$ cat src/rtl/riscv_mem_pkg.sv
// Shared types and defaults for the instruction/data memory arbiter.
package riscv_mem_pkg;

  typedef enum logic [1:0] {
    IDLE   = 2'd0,
    BUSY_I = 2'd1,
    BUSY_D = 2'd2
  } arb_state_t;

  localparam int unsigned MAX_WAIT_DEFAULT = 4;

endpackage

$ cat src/rtl/mem_arb_starve_cnt.sv
// Counts back-to-back data grants while instruction fetch waits; flags when
// the fetch side must be served next. Only instantiated with MEM_ARB_STARVE_GUARD_EN.
module mem_arb_starve_cnt
  import riscv_mem_pkg::*;
#(
  parameter int unsigned MAX_WAIT = MAX_WAIT_DEFAULT
) (
  input  logic clock,
  input  logic reset,
  input  logic idle,
  input  logic if_req,
  input  logic d_gnt_evt,
  input  logic i_gnt_evt,
  output logic starve
);

  localparam int unsigned CW = (MAX_WAIT < 1) ? 1 : $clog2(MAX_WAIT + 1);
  localparam logic [CW-1:0] CNT_MAX = CW'(MAX_WAIT);

  logic [CW-1:0] cnt_q, cnt_d;

  // A data grant with if_req low lands in the idle/no-fetch clear branch.
  always_comb begin
    cnt_d = cnt_q;
    if (i_gnt_evt || (idle && !if_req)) begin
      cnt_d = '0;
    end else if (d_gnt_evt && (cnt_q != CNT_MAX)) begin
      cnt_d = cnt_q + 1'b1;
    end
  end

  always_ff @(posedge clock or negedge reset) begin
    if (!reset) begin
      cnt_q <= '0;
    end else begin
      cnt_q <= cnt_d;
    end
  end

  assign starve = (cnt_q == CNT_MAX);

endmodule

$ cat src/rtl/mem_arbiter.sv
// Arbitrates instruction-fetch and load/store requesters onto one memory port.
// Optional fetch starvation guard enabled by MEM_ARB_STARVE_GUARD_EN.
//
// state  | meaning
// IDLE   | no transaction; arbitrate pending requests
// BUSY_I | instruction fetch owns the memory port
// BUSY_D | load/store owns the memory port
module mem_arbiter
  import riscv_mem_pkg::*;
#(
  parameter int unsigned DATA_W   = 32,
  parameter int unsigned MAX_WAIT = MAX_WAIT_DEFAULT
) (
  input  logic              clock,
  input  logic              reset,
  input  logic              if_req,
  input  logic [DATA_W-1:0] if_addr,
  output logic              if_gnt,
  output logic              if_rvalid,
  output logic [DATA_W-1:0] if_rdata,
  input  logic              d_req,
  input  logic              d_we,
  input  logic [DATA_W-1:0] d_addr,
  input  logic [DATA_W-1:0] d_wdata,
  output logic              d_gnt,
  output logic              d_rvalid,
  output logic [DATA_W-1:0] d_rdata,
  output logic              mem_req,
  output logic              mem_we,
  output logic [DATA_W-1:0] mem_addr,
  output logic [DATA_W-1:0] mem_wdata,
  input  logic              mem_ready,
  input  logic [DATA_W-1:0] mem_rdata,
  output logic              busy
);

  arb_state_t        state_q, state_d;
  logic [DATA_W-1:0] addr_q, addr_d, wdata_q, wdata_d;
  logic [DATA_W-1:0] if_rdata_q, if_rdata_d, d_rdata_q, d_rdata_d;
  logic              we_q, we_d;
  logic              if_gnt_q, if_gnt_d, d_gnt_q, d_gnt_d;
  logic              if_rvalid_q, if_rvalid_d, d_rvalid_q, d_rvalid_d;
  logic              starve, pick_i, pick_d;

`ifdef MEM_ARB_STARVE_GUARD_EN
  mem_arb_starve_cnt #(.MAX_WAIT(MAX_WAIT)) u_starve_cnt (
    .clock     (clock),
    .reset     (reset),
    .idle      (state_q == IDLE),
    .if_req    (if_req),
    .d_gnt_evt (d_gnt_d),
    .i_gnt_evt (if_gnt_d),
    .starve    (starve)
  );
`else
  logic unused_max_wait;
  assign unused_max_wait = |MAX_WAIT;
  assign starve = 1'b0;
`endif

  // Data wins unless fetch has waited out its allowance.
  assign pick_i = if_req && (!d_req || starve);
  assign pick_d = d_req && !pick_i;

  always_comb begin
    state_d     = state_q;
    addr_d      = addr_q;
    wdata_d     = wdata_q;
    we_d        = we_q;
    if_gnt_d    = 1'b0;
    d_gnt_d     = 1'b0;
    if_rvalid_d = 1'b0;
    d_rvalid_d  = 1'b0;
    if_rdata_d  = if_rdata_q;
    d_rdata_d   = d_rdata_q;
    case (state_q)
      IDLE: begin
        if (pick_i) begin
          state_d  = BUSY_I;
          addr_d   = if_addr;
          wdata_d  = '0;
          we_d     = 1'b0;
          if_gnt_d = 1'b1;
        end else if (pick_d) begin
          state_d = BUSY_D;
          addr_d  = d_addr;
          wdata_d = d_wdata;
          we_d    = d_we;
          d_gnt_d = 1'b1;
        end
      end
      BUSY_I: begin
        if (mem_ready) begin
          state_d     = IDLE;
          addr_d      = '0;
          wdata_d     = '0;
          we_d        = 1'b0;
          if_rvalid_d = 1'b1;
          if_rdata_d  = mem_rdata;
        end
      end
      BUSY_D: begin
        if (mem_ready) begin
          state_d    = IDLE;
          addr_d     = '0;
          wdata_d    = '0;
          we_d       = 1'b0;
          d_rvalid_d = 1'b1;
          d_rdata_d  = we_q ? '0 : mem_rdata;
        end
      end
      default: state_d = IDLE;
    endcase
  end

  always_ff @(posedge clock or negedge reset) begin
    if (!reset) begin
      state_q     <= IDLE;
      addr_q      <= '0;
      wdata_q     <= '0;
      we_q        <= 1'b0;
      if_gnt_q    <= 1'b0;
      d_gnt_q     <= 1'b0;
      if_rvalid_q <= 1'b0;
      d_rvalid_q  <= 1'b0;
      if_rdata_q  <= '0;
      d_rdata_q   <= '0;
    end else begin
      state_q     <= state_d;
      addr_q      <= addr_d;
      wdata_q     <= wdata_d;
      we_q        <= we_d;
      if_gnt_q    <= if_gnt_d;
      d_gnt_q     <= d_gnt_d;
      if_rvalid_q <= if_rvalid_d;
      d_rvalid_q  <= d_rvalid_d;
      if_rdata_q  <= if_rdata_d;
      d_rdata_q   <= d_rdata_d;
    end
  end

  assign if_gnt    = if_gnt_q;
  assign d_gnt     = d_gnt_q;
  assign if_rvalid = if_rvalid_q;
  assign d_rvalid  = d_rvalid_q;
  assign if_rdata  = if_rdata_q;
  assign d_rdata   = d_rdata_q;
  assign mem_req   = (state_q != IDLE);
  assign busy      = (state_q != IDLE);
  assign mem_addr  = addr_q;
  assign mem_wdata = wdata_q;
  assign mem_we    = we_q;

endmodule

$ cat config.mk
export PLATFORM = sky130hd
export DESIGN_NAME = mem_arbiter
export DESIGN_NICKNAME = d
export VERILOG_FILES = /design/src/rtl/riscv_mem_pkg.sv /design/src/rtl/mem_arb_starve_cnt.sv /design/src/rtl/mem_arbiter.sv
export SDC_FILE = /design/constraint.sdc
export NUM_CORES = 1
export LEC_CHECK = 0
export CORE_MARGIN = 2
export CORE_UTILIZATION = 41
export CTS_BUF_LIST = sky130_fd_sc_hd__clkbuf_16
export CTS_CLUSTER_DIAMETER = 40
export CTS_CLUSTER_SIZE = 28
export DETAILED_ROUTE_END_ITERATION = 10
export GPL_TIMING_DRIVEN = 0
export PLACE_DENSITY = 0.86
export SLEW_MARGIN = 30
export SYNTH_ARGS = -nofsm -noshare
export SYNTH_HDL_FRONTEND = slang
export SYNTH_SLANG_ARGS = --single-unit
$ cat constraint.sdc
create_clock -name clock -period 2.1 [get_ports clock]
set_input_delay 0.21 -clock clock [delete_from_list [all_inputs] [get_ports clock]]
set_output_delay 0.21 -clock clock [all_outputs]
set_load 0.01 [all_outputs]
==> impl_metrics.py, run 1 <==
metrics = {
    "status": {
        "outcome": "completed",
    },
    "power_and_ir_drop": {
        "p_seq_frac": 0.336,
        "internal_power_w": 0.00815,
        "ir_drop_uv": 782,
        "p_per_area_nw_per_um2": 1370,
        "total_power_w": 0.0125,
        "pwr-share-comb": 0.446,
        "p_sw_w": 0.00432,
        "clock_power_share": 0.218,
        "p_sw_frac": 0.346,
        "p_leak_nw": 4.02,
    },
    "route": {
        "routed_wl_um": 16800,
        "routed_via_density": 5.06,
        "vias": 4903,
        "drc": 0,
        "drt_pre_antenna_iters": 4,
        "drt_iter0_drc": 285,
        "wl_per_cell_um": 17.4,
        "ant_nets": 0,
    },
    "clocking": {
        "cts_buffers": 17,
        "htreeDepth": 4,
        "clock_latency_ns": 0.42,
        "clock-sinks": 135,
        "cts_max_path_buffers": 2,
        "cts.clk_slew.worst_paths_ns": 0.06,
        "cts-root-buf": "clkbuf_16",
        "cts_tree": "yes",
    },
    "placement": {
        "dp.final_hpwl_um": 12700,
        "gp_congestion": 0.821,
        "port_buffers": 268,
    },
    "setup_path": {
        "crit_end": "mem_req",
        "crit_arrival_ns": 1.75,
        "path_cells": "inv_1, ha_1, buf_4, inv_2, buf_4, dlygate4sd2_1",
        "r2r-start": "state_q[1]$_DFFE_PN0P_",
        "cpMaxStageDelayCell": "dfrtp_1",
        "critPathMaxStageDelay_ns": 0.38,
        "regToRegEndpoint": "mem_wdata[20]$_DFFE_PN0P_",
        "critical_path_cell_count": 6,
        "critPathKind": "flop to output port",
        "r2r_cells": 6,
        "end_kind": "output port",
        "required_ns": 1.89,
        "startpoint_type": "flop",
        "critical_path_peak_fanout": 10,
        "cpMostUsedCell": "buf_4",
        "r2r_slack_ns": 0.16,
        "cp_top_family": "buffers and inverters",
        "cp_num_buf_inv": 5,
        "cp-startpoint": "state_q[1]$_DFFE_PN0P_",
    },
    "worst_hold_path": {
        "hold_class": "primary input to async pin",
    },
    "synthesis": {
        "synth-xor-area-share": 0,
        "synth_top_cell_area_share": 0.605,
        "synth_compound_area_frac": 0.115,
        "ys_seq_area_frac": 0.605,
        "syn-num-nets": 628,
        "synth_area_leader_cell": "dfrtp_1",
        "synthSimpleGateAreaFrac": 0.0921,
        "synth-edff-count": 0,
        "yosys_most_used_dff": "dfrtp_1",
        "synth_most_common_cell": "dfrtp_1",
        "synthAdderAreaFrac": 0.00672,
        "synthTopCellsByCount": "dfrtp_1 (135), nand2_1 (67), o21ai_0 (60)",
        "yosysWarnings": 0,
        "yosysUniqueCellTypes": 27,
        "synthArstFlopShare": 1.00,
        "synth_top_family_by_area": "multiplexers",
        "syn_avg_cell_area_sq_um": 11.4,
        "synth_area_leaders": "dfrtp_1 (60%), mux2_2 (6.5%), mux2i_1 (5.7%)",
        "syn_area_sq_um": 5590,
        "muxShareOfSynthArea": 0.122,
        "ys_seq_elements": 135,
        "synthCells": 491,
    },
    "cells_and_area": {
        "multi_input_area_sq_um": 1870,
        "seqCellArea_sq_um": 3380,
        "diodes": 0,
        "fillers": 983,
        "drive_gt1_frac": 0.102,
        "syn_to_final_growth_pct": 62.4,
        "layout.nets": 917,
    },
    "sta": {
        "setup_viol": 0,
        "min_period_over_period": 0.934,
        "slew-limit-headroom": 0.617,
        "hold_ws_ns": 0.359,
        "period_needed_ns": 1.96,
        "fmax_ghz": 0.510,
        "grt_setup_unrepaired": "true",
        "hold_viol": 0,
        "worst_slew_pin_slew_ns": 0.575,
        "maxSlewViolCount": 0,
        "finalClockSkew_ns": 0.00713,
    },
    "global_routing": {
        "grt_pass1_wl_um": 26900,
        "antenna_found_initial": 0,
        "grt_overflow_total": 0,
        "globalRouteTotalUtil": 0.238,
        "first_global_vias": 5288,
        "grt_max_degree": 73,
    },
    "floorplan": {
        "start_util": 0.420,
        "num_rows": 42,
        "core_region_area_sq_um": 13300,
        "die_h_um": 121,
        "pin_count": 269,
        "die_width_um": 121,
        "fp.dieArea_sq_um": 14600,
    },
    "flow_run": {
        "drv_cap": 0,
    },
}
==> sequential cells by signal, indices dropped and copies added, names as in the netlist <==
signal and flops:
if_gnt 1, state_q 2, mem_wdata 32, mem_addr 32
d_gnt 1, d_rvalid 1, mem_we 1, d_rdata 32
if_rdata 32, if_rvalid 1
==> power by group through the flow <==
stage	clock network [W]	logic (W)	registers, W
floorplan	0	0.00206	0.00463
global placement	0	0.00540	0.00415
detailed placement	0	0.00558	0.00422
CTS	0.00277	0.00561	0.00419
global route	0.00289	0.00603	0.00430
finish	0.00272	0.00556	0.00419
==> routing by layer <==
layer	global-route usage	routed length (um)
met5	0	0
met2	0.416	8790
met3	0.0717	1210
met4	0.0901	315
met1	0.273	6520
==> worst register-to-register path, stage by stage, from the launching register on <==
cell      delay [ns]
dfrtp_1         0.38
inv_1           0.12
ha_1            0.28
nor2b_1         0.17
nor3_2          0.33
clkbuf_1        0.36
o21ai_0         0.17
==> worst min-delay path by stage <==
stage	startpoint	to	slack [ns]
after floorplan	reset	d_gnt$_DFF_PN0_	-0.09
after global placement	d_rdata[8]$_DFFE_PN0P_	d_rdata[8]$_DFFE_PN0P_	0.46
after detailed placement	reset	if_rdata[12]$_DFFE_PN0P_	0.22
after CTS	d_wdata[29]	mem_wdata[29]$_DFFE_PN0P_	0.34
after global routing	d_wdata[29]	mem_wdata[29]$_DFFE_PN0P_	0.37
final	reset	if_rdata[12]$_DFFE_PN0P_	0.36
==> what timing repair did <==
action	in CTS	in global routing
hold endpoints to repair	71	0
hold buffers	1	0
gates resized for setup	3	6
setup endpoints to repair	2	13
setup buffers	0	0
==> cells in the final DEF (no fill, tap or decap), types with 2 or more instances in the layout <==
cell / instances
buf_1: 3
buf_2: 9
buf_4: 2
buf_6: 3
clkbuf_1: 19
clkbuf_16: 17
clkbuf_2: 3
clkdlybuf4s50_1: 265
clkinv_1: 4
clkinv_2: 3
clkinv_4: 2
clkinvlp_4: 5
dfrtp_1: 135
dlygate4sd2_1: 2
ha_1: 3
inv_1: 38
mux2_2: 32
mux2i_1: 32
nand2_1: 67
nand2b_1: 2
nand4_1: 33
nor2_1: 2
o21ai_0: 60
o21ai_1: 6
o2bb2ai_1: 32
==> stage by stage <==
stage	util	instance area (sq um)	setup TNS (ns)	worst slack (ns)	std cells
2_1_floorplan	-	5590	0	0.386	491
4_1_cts	0.682	9070	0	0.105	969
3_5_place_dp	0.641	8520	0	0.133	936
6_report	0.682	9070	0	0.139	969
3_3_place_gp	0.638	8490	-563.94	-4.19	935
5_1_grt	0.682	9070	-0.0336	-0.0134	969
==> final cells by class <==
cell class	count	share of cell area
inverter	39	0.0161
tap	176	0.0243
clock inverter	15	0.0127
timing repair buffer	270	0.300
multi-input combinational	278	0.206
sequential	135	0.372
buffer	39	0.0211
clock buffer	17	0.0469
==> cell families (layout without fill, tap and decap cells) <==
group	count (synthesis)	count (layout)
AO/OA/AOI/OAI	102	102
multiplexers	64	64
buffers and inverters	78	380
adder cells (fa/ha/maj)	3	3
flip-flops	135	135
AND/OR/NAND/NOR	109	109
Power figures use the tool's default switching activity.
==> run 2: changes to the inputs <==
CORE_ASPECT_RATIO = 1.5   (was default)
==> run 2 against run 1 <==
Against the previous run: core utilization about the same; wire length increased by 1.8%; power is 4.2% higher; maximum frequency is 0.65% higher; hold slack lost 0.040 ns; register-to-register slack hardly changed; critical path type is now flop to flop; largest power group unchanged; highest routed layer unchanged.
==> impl_metrics.py, run 2 (same netlist as run 1, synthesis figures left out) <==
metrics = {
    "status": {
        "outcome": "completed",
    },
    "placement": {
        "dp_slack_ns": 0.147,
        "gp_congestion": 0.846,
        "dp.final_hpwl_um": 13200,
        "port_buffers": 268,
    },
    "route": {
        "drc": 0,
        "wl_per_cell_um": 18.0,
        "routed_via_density": 5.10,
        "routed_wl_um": 17100,
        "drt_iter0_drc": 152,
        "drt_pre_antenna_iters": 6,
        "vias": 4862,
        "ant_nets": 0,
    },
    "sta": {
        "slew-limit-headroom": 0.650,
        "worst_slew_pin_slew_ns": 0.525,
        "grt_setup_unrepaired": "true",
        "maxSlewViolCount": 0,
        "min_period_over_period": 0.928,
        "hold_viol": 0,
        "hold_ws_ns": 0.318,
        "period_needed_ns": 1.95,
        "finalClockSkew_ns": 0.00813,
        "fmax_ghz": 0.513,
        "fin_ws_ns": 0.152,
        "setup_viol": 0,
    },
    "clocking": {
        "clock-sinks": 135,
        "clock_latency_ns": 0.41,
        "cts_buffers": 17,
        "cts_tree": "yes",
        "postCtsSetupBuffers": 0,
        "htreeDepth": 4,
        "cts_max_path_buffers": 2,
        "cts-root-buf": "clkbuf_16",
        "cts.clk_slew.worst_paths_ns": 0.06,
    },
    "setup_path": {
        "path_cells": "inv_1, ha_1, nor2b_1, nor3_2, clkbuf_1, o21ai_0",
        "cp_num_buf_inv": 2,
        "critPathKind": "flop to flop",
        "cpMaxStageDelayCell": "dfrtp_1",
        "critical_path_peak_fanout": 10,
        "required_ns": 2.37,
        "cp_top_family": "buffers and inverters",
        "crit_arrival_ns": 2.22,
        "startpoint_type": "flop",
        "end_kind": "flop",
        "critPathMaxStageDelay_ns": 0.39,
    },
    "power_and_ir_drop": {
        "clock_power_share": 0.245,
        "p_per_area_nw_per_um2": 1420,
        "pwr-share-comb": 0.432,
        "ir_drop_uv": 1210,
        "p_sw_frac": 0.335,
        "p_sw_w": 0.00436,
        "p_seq_frac": 0.324,
        "internal_power_w": 0.00864,
        "p_leak_nw": 4.07,
    },
    "floorplan": {
        "core_region_area_sq_um": 13400,
        "die_width_um": 99.3,
        "die_h_um": 147,
        "num_rows": 52,
        "pin_count": 269,
        "fp.dieArea_sq_um": 14600,
        "start_util": 0.417,
    },
    "global_routing": {
        "grt_overflow_total": 0,
        "first_global_vias": 5265,
        "globalRouteTotalUtil": 0.237,
        "antenna_found_initial": 0,
        "grt_max_degree": 73,
        "grt_pass1_wl_um": 27200,
    },
    "worst_hold_path": {
        "hold_class": "primary input to async pin",
    },
    "cells_and_area": {
        "layout_common_cells": "clkdlybuf4s50_1 (265), dfrtp_1 (135), nand2_1 (67), o21ai_0 (60), inv_1 (37)",
        "syn_to_final_growth_pct": 63.7,
        "drive_gt1_frac": 0.101,
        "diodes": 0,
        "layout.nets": 917,
        "final_common_cell": "clkdlybuf4s50_1",
    },
    "flow_run": {
        "drv_cap": 0,
    },
}
-- run 2: area by class of cell --
type                       instances  area (sq um)
clock buffer                      17           425
fill                             991          4260
inverter                          39           146
buffer                            39           191
sequential                       135          3380
clock inverter                    14           204
multi-input combinational        278          1870
tap                              162           203
timing repair buffer             270          2720
-- run 2: per-stage QoR --
stage                     cells  cell area [sq um]  utilization  TNS [ns]  total power (W)
after floorplan             491               5590            -         0          0.00669
final                       954               9140        0.682         0           0.0130
after global routing        954               9140        0.682    -0.432           0.0137
after detailed placement    922               8500        0.634         0          0.00985
after CTS                   954               9140        0.682         0           0.0131
after global placement      921               8470        0.632   -562.03          0.00958
-- run 2: worst paths after layout --
path,startpoint,cells after the start,slack (ns),to
worst max-delay path,state_q[1]$_DFFE_PN0P_,6,0.15,mem_wdata[23]$_DFFE_PN0P_
min in group clock,d_wdata[22],3,0.38,mem_wdata[22]$_DFFE_PN0P_
max in group asynchronous,reset,3,1.07,mem_wdata[8]$_DFFE_PN0P_
worst min-delay path,reset,2,0.32,if_rdata[14]$_DFFE_PN0P_
worst max register to register,state_q[1]$_DFFE_PN0P_,6,0.15,mem_wdata[23]$_DFFE_PN0P_
worst min register to register,d_rdata[6]$_DFFE_PN0P_,2,0.48,d_rdata[6]$_DFFE_PN0P_
-- run 2: metal layers --
metal | vias to the layer above | track usage | part of all wire
li1 | 2284 | - | -
met1 | 2354 | 0.260 | 0.37
met2 | 186 | 0.426 | 0.53
met3 | 38 | 0.0637 | 0.062
met4 | 0 | 0.101 | 0.032
met5 | - | 0 | 0
-- run 2: worst reg2reg max path, cell delays in order (launching register included) --
cell	delay (ns)
dfrtp_1	0.39
inv_1	0.12
ha_1	0.28
nor2b_1	0.17
nor3_2	0.33
clkbuf_1	0.38
o21ai_0	0.16
-- run 2: power groups by stage --
stage / sequential, W / combinational, W / clock (W)
6_report: 0.00420 / 0.00561 / 0.00318
3_3_place_gp: 0.00415 / 0.00543 / 0
4_1_cts: 0.00420 / 0.00565 / 0.00324
3_5_place_dp: 0.00422 / 0.00563 / 0
2_1_floorplan: 0.00463 / 0.00206 / 0
5_1_grt: 0.00431 / 0.00605 / 0.00335
-- run 2: repair_timing --
action	CTS	global route
pin swaps	0	0
hold buffers	1	0
setup endpoints to repair	2	47
gates cloned	0	0
endpoints found under the hold margin	63	0
gates resized for setup	3	6
